File: src/rtl/arcade_pkg.sv
// ---------------------------------------------------------------------------
// arcade_pkg -- shared types and constants for the arcade round controller.
//   num_t      : 4-bit number shown to / entered by the player
//   state_e    : round controller FSM states
//   LFSR_SEED  : reset value of the target generator (never zero)
//   LFSR_TAPS  : feedback taps for x^4 + x^3 + 1 (feedback = q[3] ^ q[2])
//   lfsr_next(): one step of the 4-bit Fibonacci LFSR
// ---------------------------------------------------------------------------
package arcade_pkg;

  typedef logic [3:0] num_t;

  typedef enum logic [2:0] {
    ST_IDLE,
    ST_GEN,
    ST_SHOW,
    ST_WAIT,
    ST_JUDGE,
    ST_OVER
  } state_e;

  localparam num_t LFSR_SEED = 4'b1001;
  localparam num_t LFSR_TAPS = 4'b1100;

  // Shift left, feed the XOR of the tapped bits into bit 0.
  function automatic num_t lfsr_next(input num_t q);
    return {q[2:0], ^(q & LFSR_TAPS)};
  endfunction

endpackage : arcade_pkg

File: src/rtl/arcade_lfsr4.sv
// ---------------------------------------------------------------------------
// arcade_lfsr4 -- free-running 4-bit Fibonacci LFSR (x^4 + x^3 + 1).
// Steps every clock; maximal length (15 states), so it never reaches zero.
// Ports:
//   clk    in  clock
//   reset  in  asynchronous active-low reset, loads LFSR_SEED
//   q      out current LFSR value
// ---------------------------------------------------------------------------
module arcade_lfsr4
  import arcade_pkg::*;
(
  input  logic       clk,
  input  logic       reset,
  output logic [3:0] q
);

  num_t q_q;
  num_t q_d;

  always_comb begin
    q_d = lfsr_next(q_q);
  end

  // NOTE: state flops use non-blocking assignments so every flop samples
  // pre-edge values, independent of the order the simulator runs blocks in.
  always_ff @(posedge clk or negedge reset) begin
    if (!reset) begin
      q_q <= LFSR_SEED;
    end else begin
      q_q <= q_d;
    end
  end

  assign q = q_q;

endmodule : arcade_lfsr4

File: src/rtl/arcade_round_ctrl.sv
// ---------------------------------------------------------------------------
// arcade_round_ctrl -- "type the number in binary" arcade game sequencer.
//
// Each round a pseudo-random target (1..15) is shown; the player answers
// once. A correct answer scores a point, a wrong one costs a life. The game
// ends when lives run out or ROUNDS rounds have been judged.
//
// Optional build macro: ARCADE_ROUND_TIMEOUT_EN -- when defined, an
// unanswered WAIT of TIMEOUT_CYCLES cycles is judged as a miss. When not
// defined, WAIT lasts until the player answers.
//
// Ports:
//   clk           in   clock, rising edge
//   reset         in   asynchronous active-low reset
//   start         in   level; starts a game from IDLE or OVER
//   answer_valid  in   answer strobe, accepted only while answer_ready
//   answer[3:0]   in   player's answer
//   target[3:0]   out  number to enter; stable from SHOW through JUDGE
//   target_valid  out  high in SHOW and WAIT
//   answer_ready  out  high in WAIT
//   hit / miss    out  one-cycle judgement pulses (JUDGE cycle)
//   score[3:0]    out  correct answers this game, saturating at 15
//   lives[1:0]    out  remaining lives
//   game_over     out  high in OVER
//   busy          out  high outside IDLE and OVER
// ---------------------------------------------------------------------------
module arcade_round_ctrl
  import arcade_pkg::*;
#(
  parameter int unsigned ROUNDS         = 8,
  parameter int unsigned LIVES          = 3,
  parameter int unsigned TIMEOUT_CYCLES = 50
) (
  input  logic       clk,
  input  logic       reset,
  input  logic       start,
  input  logic       answer_valid,
  input  logic [3:0] answer,
  output logic [3:0] target,
  output logic       target_valid,
  output logic       answer_ready,
  output logic       hit,
  output logic       miss,
  output logic [3:0] score,
  output logic [1:0] lives,
  output logic       game_over,
  output logic       busy
);

  // Reject out-of-range configurations at elaboration time.
  if (ROUNDS < 1 || ROUNDS > 15) begin : g_bad_rounds
    $error("arcade_round_ctrl: ROUNDS must be 1..15");
  end
  if (LIVES < 1 || LIVES > 3) begin : g_bad_lives
    $error("arcade_round_ctrl: LIVES must be 1..3");
  end
  if (TIMEOUT_CYCLES < 1 || TIMEOUT_CYCLES > 255) begin : g_bad_timeout
    $error("arcade_round_ctrl: TIMEOUT_CYCLES must be 1..255");
  end

  localparam logic [3:0] ROUNDS_W = 4'(ROUNDS);
  localparam logic [1:0] LIVES_W  = 2'(LIVES);

  // -------------------------------------------------------------------------
  // Target generator
  // -------------------------------------------------------------------------
  logic [3:0] lfsr_q;

  arcade_lfsr4 u_lfsr (
    .clk   (clk),
    .reset (reset),
    .q     (lfsr_q)
  );

  // -------------------------------------------------------------------------
  // State
  // -------------------------------------------------------------------------
  state_e     state_q,        state_d;
  num_t       target_q,       target_d;
  logic [3:0] score_q,        score_d;
  logic [1:0] lives_q,        lives_d;
  logic [3:0] round_q,        round_d;
  logic       hit_q,          hit_d;
  logic       miss_q,         miss_d;
  logic       target_valid_q, target_valid_d;
  logic       answer_ready_q, answer_ready_d;
  logic       game_over_q,    game_over_d;
  logic       busy_q,         busy_d;

`ifdef ARCADE_ROUND_TIMEOUT_EN
  localparam logic [7:0] WAIT_LAST = 8'(TIMEOUT_CYCLES - 1);
  logic [7:0] wait_cnt_q, wait_cnt_d;
`endif

  logic accept;
  logic timeout;
  logic judge;
  logic correct;

  always_comb begin
    accept = (state_q == ST_WAIT) && answer_valid;
`ifdef ARCADE_ROUND_TIMEOUT_EN
    // An answer in the expiry cycle wins over the timeout.
    timeout = (state_q == ST_WAIT) && !answer_valid && (wait_cnt_q == WAIT_LAST);
`else
    timeout = 1'b0;
`endif
    judge   = accept || timeout;
    // The judgement is made on the accepting edge so hit/miss, score and
    // lives are already registered during the JUDGE cycle; the answer
    // itself never needs to be stored.
    correct = accept && (answer == target_q);
  end

  // NOTE: every signal assigned in this block gets a default first, so no
  // path leaves a variable unassigned and no latch is inferred.
  always_comb begin
    state_d  = state_q;
    target_d = target_q;
    score_d  = score_q;
    lives_d  = lives_q;
    round_d  = round_q;
    hit_d    = 1'b0;
    miss_d   = 1'b0;
`ifdef ARCADE_ROUND_TIMEOUT_EN
    wait_cnt_d = wait_cnt_q;
`endif

    unique case (state_q)
      ST_IDLE, ST_OVER: begin
        if (start) begin
          state_d  = ST_GEN;
          score_d  = '0;
          round_d  = '0;
          lives_d  = LIVES_W;
          target_d = lfsr_q;
        end
      end
      ST_GEN: begin
        state_d = ST_SHOW;
      end
      ST_SHOW: begin
        state_d = ST_WAIT;
`ifdef ARCADE_ROUND_TIMEOUT_EN
        wait_cnt_d = '0;
`endif
      end
      ST_WAIT: begin
        if (judge) begin
          state_d = ST_JUDGE;
          round_d = round_q + 4'd1;
          if (correct) begin
            hit_d   = 1'b1;
            score_d = (score_q == 4'hF) ? score_q : score_q + 4'd1;
          end else begin
            miss_d  = 1'b1;
            lives_d = (lives_q == 2'd0) ? lives_q : lives_q - 2'd1;
          end
        end else begin
`ifdef ARCADE_ROUND_TIMEOUT_EN
          wait_cnt_d = wait_cnt_q + 8'd1;
`endif
        end
      end
      ST_JUDGE: begin
        if (lives_q == 2'd0 || round_q == ROUNDS_W) begin
          state_d = ST_OVER;
        end else begin
          state_d  = ST_GEN;
          target_d = lfsr_q;
        end
      end
      default: state_d = ST_IDLE;
    endcase

    // Status outputs are decoded from the next state and registered, so they
    // line up exactly with the state they describe and never glitch.
    target_valid_d = (state_d == ST_SHOW) || (state_d == ST_WAIT);
    answer_ready_d = (state_d == ST_WAIT);
    game_over_d    = (state_d == ST_OVER);
    busy_d         = (state_d != ST_IDLE) && (state_d != ST_OVER);
  end

  always_ff @(posedge clk or negedge reset) begin
    if (!reset) begin
      state_q        <= ST_IDLE;
      target_q       <= '0;
      score_q        <= '0;
      lives_q        <= LIVES_W;
      round_q        <= '0;
      hit_q          <= 1'b0;
      miss_q         <= 1'b0;
      target_valid_q <= 1'b0;
      answer_ready_q <= 1'b0;
      game_over_q    <= 1'b0;
      busy_q         <= 1'b0;
`ifdef ARCADE_ROUND_TIMEOUT_EN
      wait_cnt_q     <= '0;
`endif
    end else begin
      state_q        <= state_d;
      target_q       <= target_d;
      score_q        <= score_d;
      lives_q        <= lives_d;
      round_q        <= round_d;
      hit_q          <= hit_d;
      miss_q         <= miss_d;
      target_valid_q <= target_valid_d;
      answer_ready_q <= answer_ready_d;
      game_over_q    <= game_over_d;
      busy_q         <= busy_d;
`ifdef ARCADE_ROUND_TIMEOUT_EN
      wait_cnt_q     <= wait_cnt_d;
`endif
    end
  end

  assign target       = target_q;
  assign target_valid = target_valid_q;
  assign answer_ready = answer_ready_q;
  assign hit          = hit_q;
  assign miss         = miss_q;
  assign score        = score_q;
  assign lives        = lives_q;
  assign game_over    = game_over_q;
  assign busy         = busy_q;

endmodule : arcade_round_ctrl

File: config.mk
export PLATFORM = sky130hd
export DESIGN_NAME = arcade_round_ctrl
export DESIGN_NICKNAME = d
export VERILOG_FILES = /design/src/rtl/arcade_pkg.sv /design/src/rtl/arcade_lfsr4.sv /design/src/rtl/arcade_round_ctrl.sv
export SDC_FILE = /design/constraint.sdc
export NUM_CORES = 1
export LEC_CHECK = 0
export ABC_AREA = 0
export CAP_MARGIN = 0
export CORE_UTILIZATION = 31
export CTS_CLUSTER_DIAMETER = 100
export CTS_CLUSTER_SIZE = 10
export DETAILED_ROUTE_END_ITERATION = 10
export DONT_BUFFER_PORTS = 1
export PLACE_DENSITY = 0.43
export SYNTH_ARGS = -nofsm -noshare
export SYNTH_HDL_FRONTEND = slang
export SYNTH_SLANG_ARGS = --single-unit
File: constraint.sdc
create_clock -name clk -period 3.9 [get_ports clk]
set_input_delay 0.39 -clock clk [delete_from_list [all_inputs] [get_ports clk]]
set_output_delay 0.39 -clock clk [all_outputs]
set_load 0.05 [all_outputs]
==> report_table.html <==
<table>
<tr><th>Metric</th><th>Value</th></tr>
<tr><th colspan="2">Status</th></tr>
<tr><td>Result of the run</td><td>finished clean</td></tr>
<tr><th colspan="2">Pwr</th></tr>
<tr><td>Power Internal</td><td>0.521 mW</td></tr>
<tr><td>Combinational cell fraction of total power</td><td>0.259</td></tr>
<tr><td>Peak VDD IR</td><td>312 uV</td></tr>
<tr><td>Switching share of power</td><td>0.437</td></tr>
<tr><td>Net load switching power</td><td>roughly 0.40 mW</td></tr>
<tr><td>Part of the power in registers</td><td>0.571</td></tr>
<tr><td>Total power density per cell area</td><td>678 nW/um^2</td></tr>
<tr><td>Total power draw</td><td>0.926 mW</td></tr>
<tr><td>Static power due to leakage</td><td>roughly 0.60 nW</td></tr>
<tr><td>Clock power frac</td><td>0.170</td></tr>
<tr><th colspan="2">Place</th></tr>
<tr><td>DP HPWL</td><td>1760 um</td></tr>
<tr><td>Number of cells in the design after placement</td><td>161</td></tr>
<tr><td>Placed cell areas</td><td>1290 um^2</td></tr>
<tr><td>Number of buffers added on ports</td><td>0</td></tr>
<tr><td>GP Congestion</td><td>0.700</td></tr>
<tr><th colspan="2">Global route</th></tr>
<tr><td>Global Route met2 Usage</td><td>0.190</td></tr>
<tr><td>Antenna violations before repair</td><td>0</td></tr>
<tr><td>Number of global-route vias before repair</td><td>approximately 840</td></tr>
<tr><td>GR Util met1</td><td>0.155</td></tr>
<tr><td>Final global-route overflow total</td><td>0</td></tr>
<tr><td>Global-route wire length before repair</td><td>3880 um</td></tr>
<tr><td>Total Routing Usage GR</td><td>0.118</td></tr>
<tr><td>Busiest layer in global routing</td><td>met2</td></tr>
<tr><td>Maximum number of pins on one net before global-route repair</td><td>28</td></tr>
<tr><td>Global-route met3 utilization</td><td>0.0241</td></tr>
<tr><th colspan="2">Timing</th></tr>
<tr><td>Portion of the clock cycle consumed by the worst path in the final layout</td><td>0.538</td></tr>
<tr><td>Relative slew margins</td><td>0.624</td></tr>
<tr><td>Sum Neg Setup Slack</td><td>0 ns</td></tr>
<tr><td>Final Critical Period</td><td>~2.1 ns</td></tr>
<tr><td>Transition time at the pin with the least slew margin</td><td>0.565 ns</td></tr>
<tr><td>Max-slew violation total from the final report</td><td>0</td></tr>
<tr><td>Final clock skew</td><td>0.00182 ns</td></tr>
<tr><td>Total setup violations reported at the end of the flow</td><td>0</td></tr>
<tr><td>Maximum frequency from static timing analysis</td><td>between 400 and 500 MHz</td></tr>
<tr><td>Setup repair after global routing missed its margin</td><td>no</td></tr>
<tr><td>Number of endpoints with negative hold slack in the final report</td><td>0</td></tr>
<tr><th colspan="2">Die</th></tr>
<tr><td>Placement Rows</td><td>22</td></tr>
<tr><td>DIE WIDTH</td><td>between 60 and 70 um</td></tr>
<tr><td>Vert. Die Dim</td><td>65.9 um</td></tr>
<tr><td>Core Box Area</td><td>between 3000 and 4000 um^2</td></tr>
<tr><td>Effective utilization at floorplan</td><td>0.333</td></tr>
<tr><td>Total die area</td><td>4340 um^2</td></tr>
<tr><td>I/O pin count</td><td>24</td></tr>
<tr><th colspan="2">Yosys</th></tr>
<tr><td>Number of instances in the synthesized netlist</td><td>118</td></tr>
<tr><td>Register bit total from synthesis</td><td>27</td></tr>
<tr><td>Syn. warnings</td><td>0</td></tr>
<tr><td>Post-synth design cell area</td><td>1270 um^2</td></tr>
<tr><td>Post-synthesis average cell area</td><td>10.7 um^2</td></tr>
<tr><td>Total nets after synthesis</td><td>130</td></tr>
<tr><td>Netlist cell types</td><td>32</td></tr>
<tr><td>Primary FF master, synth</td><td>sky130_fd_sc_hd__dfrtp_1</td></tr>
<tr><td>Share of async-settable or async-resettable flops after synthesis</td><td>1.00</td></tr>
<tr><td>Proportion of synthesized chip area in sequential cells</td><td>0.538</td></tr>
<tr><td>Count of flip-flops with a built-in enable after synthesis</td><td>0</td></tr>
<tr><th colspan="2">Routing</th></tr>
<tr><td>Avg WL per Cell</td><td>14.3 um</td></tr>
<tr><td>Via-to-Cell Ratio</td><td>5.05</td></tr>
<tr><td>Initial drt markers</td><td>26</td></tr>
<tr><td>Count of vias placed by the detailed router</td><td>approximately 840</td></tr>
<tr><td>1st-pass router iterations</td><td>4</td></tr>
<tr><td>Remaining routing DRC violations</td><td>0</td></tr>
<tr><td>Total wire length after detailed routing</td><td>2390 um</td></tr>
<tr><td>Antenna Violating Nets Remaining</td><td>0</td></tr>
<tr><th colspan="2">Cells and area</th></tr>
<tr><td>Post-layout nets</td><td>about 130</td></tr>
<tr><td>Total inserted antenna cells</td><td>0</td></tr>
<tr><td>Core Util, Final</td><td>0.359</td></tr>
<tr><td>Final Instance Area</td><td>1370 um^2</td></tr>
<tr><td>Count of non-filler cells in the finished layout</td><td>167</td></tr>
<tr><td>Fraction of final layout cells sized beyond drive strength 1</td><td>0.143</td></tr>
<tr><td>Filler instances</td><td>385</td></tr>
<tr><td>Relative area change from synthesis to final layout</td><td>7.81%</td></tr>
<tr><th colspan="2">Clock network</th></tr>
<tr><td>CTS clk-pin slew, worst paths</td><td>0.09 ns</td></tr>
<tr><td>Setup repair bufs after CTS</td><td>0</td></tr>
<tr><td>Number of buffers added to fix hold violations after cts</td><td>2</td></tr>
<tr><td>Clock insertion delay at the later pin of the skew report</td><td>0.27 ns</td></tr>
<tr><td>Number of gates resized after CTS</td><td>0</td></tr>
<tr><td>CTS Buf Count</td><td>3</td></tr>
<tr><td>CTS tree</td><td>yes</td></tr>
<tr><td>H-tree depth reported by CTS</td><td>1</td></tr>
<tr><td>Clock Path Buffers</td><td>2</td></tr>
<tr><td>Clk sinks</td><td>27</td></tr>
<tr><td>Library cell used as clock root buffer</td><td>sky130_fd_sc_hd__clkbuf_8</td></tr>
<tr><th colspan="2">Flow run</th></tr>
<tr><td>Number of violations of the max-capacitance limit</td><td>0</td></tr>
<tr><th colspan="2">Worst setup path</th></tr>
<tr><td>Endpoint class of the critical path</td><td>register</td></tr>
<tr><td>Critical Path Fanout Max</td><td>13</td></tr>
<tr><td>Crit path required time</td><td>4.10 ns</td></tr>
<tr><td>Endpoint of the worst-slack reg-to-reg timing path</td><td>score[3]</td></tr>
<tr><td>CP Data Arrival Time</td><td>2.30 ns</td></tr>
<tr><td>Kind of start point of the critical path</td><td>register</td></tr>
<tr><td>Internal reg-to-reg setup slack</td><td>1.80 ns</td></tr>
<tr><td>Worst R2R Path Depth</td><td>4</td></tr>
<tr><td>Worst Setup Path Type</td><td>register to register</td></tr>
<tr><td>R2r startpoint</td><td>target[0]</td></tr>
<tr><th colspan="2">Worst hold path</th></tr>
<tr><td>Hold_sp</td><td>answer_valid</td></tr>
<tr><td>Hold Path Class</td><td>primary input to register</td></tr>
<tr><td>Worst-case hold path end point</td><td>state_q[0]</td></tr>
<tr><td>Number of cells traversed by the worst hold path</td><td>3</td></tr>
</table>
power by group through the flow:
stage	Sequential, mW	Clock, mW	Combinational [mW]
6_report	0.528	0.157	0.240
5_1_grt	0.537	0.174	0.274
4_1_cts	0.528	0.163	0.243
3_5_place_dp	0.533	0	0.232
3_3_place_gp	0.532	0	0.229
2_1_floorplan	0.491	0	0.243
stage by stage:
step | setup WS [ns] | hold slack (ns)
6_report | 1.80 | 0.371
5_1_grt | 1.63 | 0.394
4_1_cts | 1.77 | 0.366
3_5_place_dp | 1.78 | 0.0954
3_3_place_gp | 1.85 | 0.0951
2_1_floorplan | 2.07 | 0.0944
flip-flops by register name, summed over array words and instances (netlist names):
| signal | cells |
|---|---|
| answer_ready | 1 |
| busy | 1 |
| game_over | 1 |
| hit | 1 |
| lives | 2 |
| miss | 1 |
| round_q | 4 |
| score | 4 |
| state_q | 3 |
| target | 4 |
| target_valid | 1 |
| u_lfsr.q | 4 |
final cells by class:
type	instances	area, um^2	area share
clock buffers	3	41.3	0.0302
multi-input cells	78	518	0.379
flip-flops and latches	27	681	0.499
clock inverters	1	5.00	0.00367
repair buffers	2	30.0	0.0220
inverters	8	30.0	0.0220
well taps	48	60.1	0.0440
per-layer routing:
layer	part of all wire	up-vias
li1	-	415
met1	0.49	417
met2	0.48	10
met3	0.024	2
met4	0.0054	0
met5	0	-
layout by cell type, fill, tap and decap left out, drive strengths merged:
cell	count
clkinv	1
nand3	5
dfstp	4
buf	1
or4	2
mux2	4
o21a	2
o31ai	2
dfrtp	23
o211ai	2
xnor2	6
and3	2
a221oi	1
o21ai	7
ha	4
a21oi	5
nand4b	1
nand4	2
a311oi	1
a31o	2
clkbuf	3
nor2b	1
and4b	1
and2	2
dlygate4sd3	1
nor3	6
nand2	8
inv	8
or2	1
nor2	8
xor2	2
a31oi	1
synthesized netlist by cell type (all sizes together), types with 3 or more instances:
cell type / count / area [um^2]
dfrtp: 23 / 576
inv: 8 / 30.0
nand2: 8 / 37.5
nor2: 8 / 30.0
o21ai: 7 / 35.0
nor3: 6 / 30.0
xnor2: 6 / 52.6
a21oi: 5 / 25.0
nand3: 5 / 25.0
dfstp: 4 / 105
ha: 4 / 50.1
mux2: 4 / 45.0
buf: 3 / 30.0
worst max path at each step:
stage	to	slack [ns]	startpoint	depth (start not counted)
floorplan	target[0]	2.07	lives[0]	5
global placement	score[3]	1.85	target[2]	4
detailed placement	score[3]	1.78	target[0]	4
CTS	score[3]	1.77	target[0]	4
global route	score[3]	1.63	target[0]	4
finish	score[3]	1.80	target[0]	4
critical path, stage by stage, from the launching register on:
cell	delay, ns
sky130_fd_sc_hd__dfrtp_1	0.67
sky130_fd_sc_hd__xnor2_1	0.19
sky130_fd_sc_hd__nand4_1	0.40
sky130_fd_sc_hd__or4_1	0.63
sky130_fd_sc_hd__a21oi_1	0.15
cells by family (layout without fill, tap and decap cells):
kind of cell    after synthesis  after routing  share of synthesized area
compound gates               23             23                      0.116
mux                           4              4                     0.0356
xor+xnor                      8              8                     0.0553
flops                        27             27                      0.538
buf+inv                      13             14                     0.0534
fa+ha+maj                     4              4                     0.0395
simple gates                 39             39                      0.163
Power figures use the tool's default switching activity.
